<file path="src/rtl/xor_parity_rx.sv">
// Serial frame receiver: start + DATA_W data bits (LSB first) + parity + stop.
// Recomputes XOR parity and reports the word with valid / parity / framing pulses.
module xor_parity_rx #(
    parameter int unsigned DATA_W     = 8,
    parameter bit          PARITY_ODD = 1'b0
) (
    input  logic              clk,
    input  logic              rst,
    input  logic              rx_en,
    input  logic              rx_bit,
    output logic [DATA_W-1:0] data_out,
    output logic              data_valid,
    output logic              parity_err,
    output logic              frame_err,
    output logic              busy
);

    localparam int unsigned CNT_W = $clog2(DATA_W) + 1;
    localparam int unsigned IDX_W = (DATA_W > 1) ? $clog2(DATA_W) : 1;

    typedef enum logic [1:0] {
        IDLE   = 2'd0,
        DATA   = 2'd1,
        PARITY = 2'd2,
        STOP   = 2'd3
    } state_t;

    state_t            state, state_n;
    logic [CNT_W-1:0]  cnt, cnt_n;
    logic [DATA_W-1:0] shift, shift_n;
    logic              run, run_n;
    logic              perr, perr_n;
    logic [DATA_W-1:0] data_out_n;
    logic              data_valid_n;
    logic              parity_err_n;
    logic              frame_err_n;

    // State and datapath registers
    always_ff @(posedge clk) begin
        if (rst) begin
            state      <= IDLE;
            cnt        <= '0;
            shift      <= '0;
            run        <= 1'b0;
            perr       <= 1'b0;
            data_out   <= '0;
            data_valid <= 1'b0;
            parity_err <= 1'b0;
            frame_err  <= 1'b0;
        end else begin
            state      <= state_n;
            cnt        <= cnt_n;
            shift      <= shift_n;
            run        <= run_n;
            perr       <= perr_n;
            data_out   <= data_out_n;
            data_valid <= data_valid_n;
            parity_err <= parity_err_n;
            frame_err  <= frame_err_n;
        end
    end

    // Next-state logic; everything holds except the pulses when no strobe arrives
    always_comb begin
        state_n      = state;
        cnt_n        = cnt;
        shift_n      = shift;
        run_n        = run;
        perr_n       = perr;
        data_out_n   = data_out;
        data_valid_n = 1'b0;
        parity_err_n = 1'b0;
        frame_err_n  = 1'b0;

        if (rx_en) begin
            case (state)
                IDLE: begin
                    if (!rx_bit) begin
                        state_n = DATA;
                        cnt_n   = '0;
                        run_n   = 1'b0;
                    end
                end
                DATA: begin
                    shift_n[IDX_W'(cnt)] = rx_bit;
                    run_n                = run ^ rx_bit;
                    cnt_n                = cnt + CNT_W'(1);
                    if (cnt == CNT_W'(DATA_W - 1)) begin
                        state_n = PARITY;
                    end
                end
                PARITY: begin
                    perr_n  = ((run ^ rx_bit) != PARITY_ODD);
                    state_n = STOP;
                end
                STOP: begin
                    if (rx_bit) begin
                        data_out_n   = shift;
                        data_valid_n = 1'b1;
                        parity_err_n = perr;
                    end else begin
                        frame_err_n = 1'b1;
                    end
                    state_n = IDLE;
                end
                default: state_n = IDLE;
            endcase
        end
    end

    assign busy = (state != IDLE);

endmodule

</file>
<file path="config.mk">
export PLATFORM = sky130hd
export DESIGN_NAME = xor_parity_rx
export DESIGN_NICKNAME = d
export VERILOG_FILES = /design/src/rtl/xor_parity_rx.sv
export SDC_FILE = /design/constraint.sdc
export NUM_CORES = 1
export LEC_CHECK = 0
export CORE_UTILIZATION = 50
export CTS_BUF_LIST = sky130_fd_sc_hd__clkbuf_8
export DETAILED_ROUTE_END_ITERATION = 8
export PLACE_DENSITY = 0.76
export SYNTH_ARGS = -nofsm -noshare
export SYNTH_HDL_FRONTEND = slang
export SYNTH_SLANG_ARGS = --single-unit
export TNS_END_PERCENT = 30
</file>
<file path="constraint.sdc">
create_clock -name clk -period 1.7 [get_ports clk]
set_clock_uncertainty 0.2 [all_clocks]
set_input_delay 0.34 -clock clk [delete_from_list [all_inputs] [get_ports clk]]
set_output_delay 0.34 -clock clk [all_outputs]
set_load 0.01 [all_outputs]
</file>
==> qor.yml, run 1 <==
netlist.area_leader.share_pct: 44.0
synth.avg_cell_area_um2: 8.59
slew_viol_final: 0
dr.max_layer_used: "met4"
start_util_pct: 54.5
crit_family: "flip-flops"
clock_sinks: 27
area_growth_pct: 32.4
vdd_drop_max_mv: 0.525
clockBufferDepth: 2
post-place-cells: 201
synth_common_cells: "dfxtp_1 (27), nand2_1 (24), a21oi_1 (18)"
p_per_area_mw_per_mm2: 734
final_nets: 189
n_fill_cell: 173
met2_wirelength_um: 1210
layout-drive-gt1-share_pct: 26.3
cp_max_fo: 7
worstSetupStartpointType: "flip-flop"
hold_slack_ns: 0.255
wl_met1_um: 1130
h-tree-depth: 1
end_kind: "flip-flop"
grtUsageTotal_pct: 20.1
rsz0062_at_grt: "true"
grt_start_max_net_pins: 17
numCtsBuffers: 3
cp_data_required_time_ns: 1.70
die_x_um: 51.6
status: "complete, no violations"
min_path_type: "reg2reg"
synth.most_common_cell: "dfxtp_1"
stdcell_count: 207
io-pin-count: 16
core_mm2: 0.00225
grt_pass1_vias: 971
fin_crit_ns: 1.67
crit_top_cell: "buf_4"
antenna_found_initial: 0
first_pass_iters: 4
synth_nets: 152
cts.clk_slew.worst_paths_ns: 0.09
hold_violations: 0
route.detailed.drc: 0
critical_path.max_stage_delay_ns: 0.34
fp.dieArea_mm2: 0.00266
grt_overflow_total: 0
antennaDiodeCount: 0
hpwl_um: 1800
routed-wl-met3_um: 50
wl_per_cell_um: 11.6
fp.dieH_um: 51.6
rows: 17
yosys.area.top_type: "dfxtp_1"
synth_cells: 143
syn_area_mm2: 0.00123
synth_edf_count: 0
num_vias: 1053
ys_seq_area_share_pct: 44.0
yosys_warnings: 0
synth_cell_type_count: 32
fmax_mhz: 597
async_reset_ff_share_pct: 0
fin_area_mm2: 0.00163
slew_headroom_pct: 74.6
period_share_pct: 98.5
ys_seq_elements: 27
place_area_mm2: 0.00151
viasPerCell: 5.09
tightest_slew_ns: 0.381
synth_flop_cell: "dfxtp_1"
place_congestion: 0.771
wl_um: 2410
route.antenna.remaining_nets: 0
crit_arrival_ns: 1.67
grt_pass1_wl_um: 4030
leakage_nw: 0.742
cts_tree: "yes"
maxCapViolCount: 0
worstSkewPairLatency_ns: 0.27
slowest_stage: "dfxtp_2"
critical_path_buf_inv_count: 2
drtIter0Drc: 10
crit_chain: "buf_4 > ha_2 > nor2b_2 > o21ai_2 > buf_4 > nor2_2 > nor3_1"
setup_viol: 0
worstSetupPathType: "reg2reg"
port_buffers: 15
clockRootBuffer: "clkbuf_8"
synthTopCellsByArea: "dfxtp_1 (44%), a21oi_1 (7.3%), nand2_1 (7.3%)"
==> report_power, final <==
group	internal [W]	switching, W	leakage, nW
Sequential	0.000641	0.00000560	0.219
Clock	0.000164	0.000192	0.0255
Combinational	0.0000960	0.0000959	0.498
==> state kept, by name, indices dropped and copies added, names as in the netlist <==
| register | flops |
|---|---|
| cnt | 4 |
| perr | 1 |
| data_valid | 1 |
| frame_err | 1 |
| state | 2 |
| parity_err | 1 |
| run | 1 |
| shift | 8 |
| data_out | 8 |
==> path summary, 6_finish.rpt <==
| check | start | to | slack (ns) | depth (start not counted) |
|---|---|---|---|---|
| worst max-delay path | state[0] | cnt[2] | 0.03 | 7 |
| worst min register to register | shift[5] | data_out[5] | 0.25 | 2 |
| worst max register to register | state[0] | cnt[2] | 0.03 | 7 |
| worst min-delay path | shift[5] | data_out[5] | 0.25 | 2 |
==> repair_timing <==
action                                  CTS  global route
resized for setup                         7            17
pin swaps                                 3             4
hold buffers                              0             0
buffers inserted                          0             2
endpoints found under the setup margin    6            19
==> cell families after synthesis <==
family	Yosys count	share of synthesized area, %
and+or+nand+nor	59	22.5
AOI/OAI and AO/OA	34	16.5
adders and majority gates	5	5.09
DFF	27	44.0
muxes	4	3.26
xor gates and xnor gates	1	0.713
buffers and inverters	13	7.94
==> tightest hold or removal path, delay by kind of cell, from the launching register on <==
kind	cells	cell delay, ns
AOI/OAI and AO/OA	1	0.05
DFF	1	0.32
and+or+nand+nor	1	0.05
==> stage by stage <==
step / setup WS (ns) / total power [W] / utilization (%) / setup TNS, ns
5_1_grt: -0.0549 / 0.00125 / 72.1 / -0.192
2_1_floorplan: 0.0711 / 0.000759 / - / 0
3_5_place_dp: -0.275 / 0.000828 / 66.9 / -4.00
4_1_cts: -0.00331 / 0.00118 / 69.5 / -0.00331
3_3_place_gp: -0.245 / 0.000822 / 66.9 / -3.34
6_report: 0.0252 / 0.00119 / 72.1 / 0
==> final cells by class <==
cell class / instances / area (um2) / area share [%]
Clock buffer: 3 / 41.3 / 2.54
Clock inverter: 1 / 5.00 / 0.308
Inverter: 5 / 18.8 / 1.15
Multi-Input combinational cell: 103 / 628 / 38.6
Sequential cell: 27 / 543 / 33.4
Tap cell: 28 / 35.0 / 2.15
Timing Repair Buffer: 40 / 355 / 21.8
==> layout by cell type (no fill, tap or decap), drive strengths merged, types with 2 or more instances in the layout <==
cell	count
nor2	17
a21oi	19
nor2b	2
dfxtp	27
ha	5
o21ai	8
clkdlybuf4s50	5
a211oi	2
nand2	25
buf	25
inv	5
nand3	4
nand3b	2
dlymetal6s2s	8
clkbuf	4
nor3	5
mux2i	4
==> routing by layer <==
metal  up-vias  GRT usage (%)
met4         0           8.11
li1        553              -
met3         2           2.63
met1       486           23.8
met5         -              0
met2        12           36.4
(Power assumes the default switching activity.)
==> run 2: changes to the inputs <==
--- a/config.mk
+++ b/config.mk
@@ -8,6 +8,7 @@
 export CORE_UTILIZATION = 50
 export CTS_BUF_LIST = sky130_fd_sc_hd__clkbuf_8
 export DETAILED_ROUTE_END_ITERATION = 8
+export GPL_ROUTABILITY_DRIVEN = 0
 export PLACE_DENSITY = 0.76
 export SYNTH_ARGS = -nofsm -noshare
 export SYNTH_HDL_FRONTEND = slang
==> results of run 2 <==
The final DEF is identical to that of run 1; final timing and power are the same.
==> variant: new RTL, flow settings as in run 2 <==
Reset style: asynchronous (`rst`), changed in one clocked block.
--- a/src/rtl/xor_parity_rx.sv
+++ b/src/rtl/xor_parity_rx.sv
@@ -38,3 +38,3 @@
     // State and datapath registers
-    always_ff @(posedge clk) begin
+    always_ff @(posedge clk or posedge rst) begin
         if (rst) begin
Check against the original RTL: differs if rst is asserted again (counterexample within 4 cycles, from zero or initial values and one cycle with rst high); with rst held inactive, the same outputs for 10 cycles.
==> variant against run 2 <==
The flow now finishes with violations (setup timing); die area is 7.8% higher; first-iteration DRC count grew 20%; synthesized cell count decreased by 23%; cell area increased by 5.8%; sequential cell count unchanged; synthesized area is 8.1% higher; setup slack got worse by 0.033 ns; core utilization fell by 3.3 points; routed wire length rose by 8.2%; critical path type unchanged; largest cell class is now registers.
Power is not compared: it rests on default switching activity, and its combinational part moved more than twofold at a synthesized area within 25%.
==> variant: results (changes against run 2) <==
[route]
wl_met1_um=1190  ; +5.5%
dr_wl_met3_um=86  ; +72%
drt-initial-drc-count=12  ; +2
vias=907  ; -14%
wl_met2_um=1320  ; +8.6%
routedWlPerCell_um=15.3  ; +32%

[status]
failed_checks=setup timing
status=finished with violations

[synth]
ys_top_cells_by_area=dfrtp_1, mux2_2, ha_1
ys_seq_area_frac=0.508  ; +0.0686
ys_top_cells_by_count=dfrtp_1, mux2_2, nor2_1, inv_1, nand2_1
synth_fp_nets=119  ; -22%
synth_cell_types=37  ; +16%
synthArstFlopShare=1.00  ; +1.00

[grt]
grt.total_usage=0.222  ; +0.0207
grt_pass1_vias=933  ; -3.9%
use_met2=0.385  ; +0.0218
grt_use_met3=0.0508  ; +0.0245
grt_max_degree=28  ; +11
grt_pass1_wl_um=4450  ; +10%
met1_usage=0.287  ; +0.0486

[worst_setup_path]
crit_fanout=5  ; -2
cp_slowest_stage_delay_ns=0.41  ; +0.07 ns
r2r_cells=5  ; -2
cp_slowest_cell=dfrtp_1

[cts]
cts_resized=18  ; +11
cts_buffer_depth=2  ; unchanged
cts_setup_buffers=3  ; +3
clk_latency_ns=0.27  ; about the same

[timing]
slew_headroom=0.770  ; +0.0242
finalSetupTns_ns=-0.0125  ; -0.0125 ns
setup_viol_count_final=2  ; +2
worst_slack_ns=-0.00807  ; -0.0332 ns

[placed_design]
hpwl_um=1780  ; -1.2%

[layout]
fill_cells=183  ; +5.8%
fin_nets=150  ; -21%
layout-drive-gt1-share=0.386  ; +0.123

[pwr]
power_leakage_nw=0.855

[worst_hold_path]
hp-class=in -> async

==> variant: final cells by class <==
class | count | area, um^2 | area share
clock buffer | 3 | 41.3 | 0.0240
tap | 30 | 37.5 | 0.0218
inverter | 6 | 22.5 | 0.0131
multi-input combinational | 71 | 653 | 0.380
sequential | 27 | 676 | 0.393
timing repair buffer | 32 | 283 | 0.164
clock inverter | 1 | 7.51 | 0.00436
==> variant: logic make-up after synthesis <==
family                   Yosys count  share of synthesized area
multiplexers                      18                      0.152
buffers and inverters             12                     0.0537
flip-flops                        27                      0.508
adder cells (fa/ha/maj)            5                     0.0471
AO/OA/AOI/OAI                     17                      0.105
AND/OR/NAND/NOR                   30                      0.128
XOR/XNOR                           1                    0.00659
==> variant: tightest hold or removal path: cells and delay by family <==
family	cells	cell delay (ns)
buf+inv	3	0.77
==> variant: stage by stage <==
step                      setup slack [ns]  cell area [um^2]  utilization  power, mW  cells
final                             -0.00807              1720        0.688       2.70    170
after global routing               -0.0530              1720        0.688       2.88    170
after CTS                          -0.0179              1680        0.671       2.63    169
after detailed placement            -0.303              1570        0.630       2.16    162
after global placement              -0.261              1570        0.630       2.09    162
after floorplan                   -0.00858              1340            -       1.72    110
==> variant: final timing paths <==
path                               start          to  slack [ns]
worst min-delay path                 rst      cnt[2]        0.22
min in group clk                    perr  parity_err        0.30
worst max register to register  state[1]    shift[0]      -0.008
worst max-delay path            state[1]    shift[0]      -0.008
worst min register to register      perr  parity_err        0.30
max in group asynchronous            rst    shift[3]        0.82
==> variant: report_power, final <==
part           leakage (nW)  switching [mW]  total [mW]  internal [mW]
sequential            0.349           0.161        1.05          0.884
combinational         0.484           0.577        1.28          0.705
clock                0.0217           0.206       0.373          0.166
total                 0.855           0.944        2.70           1.76
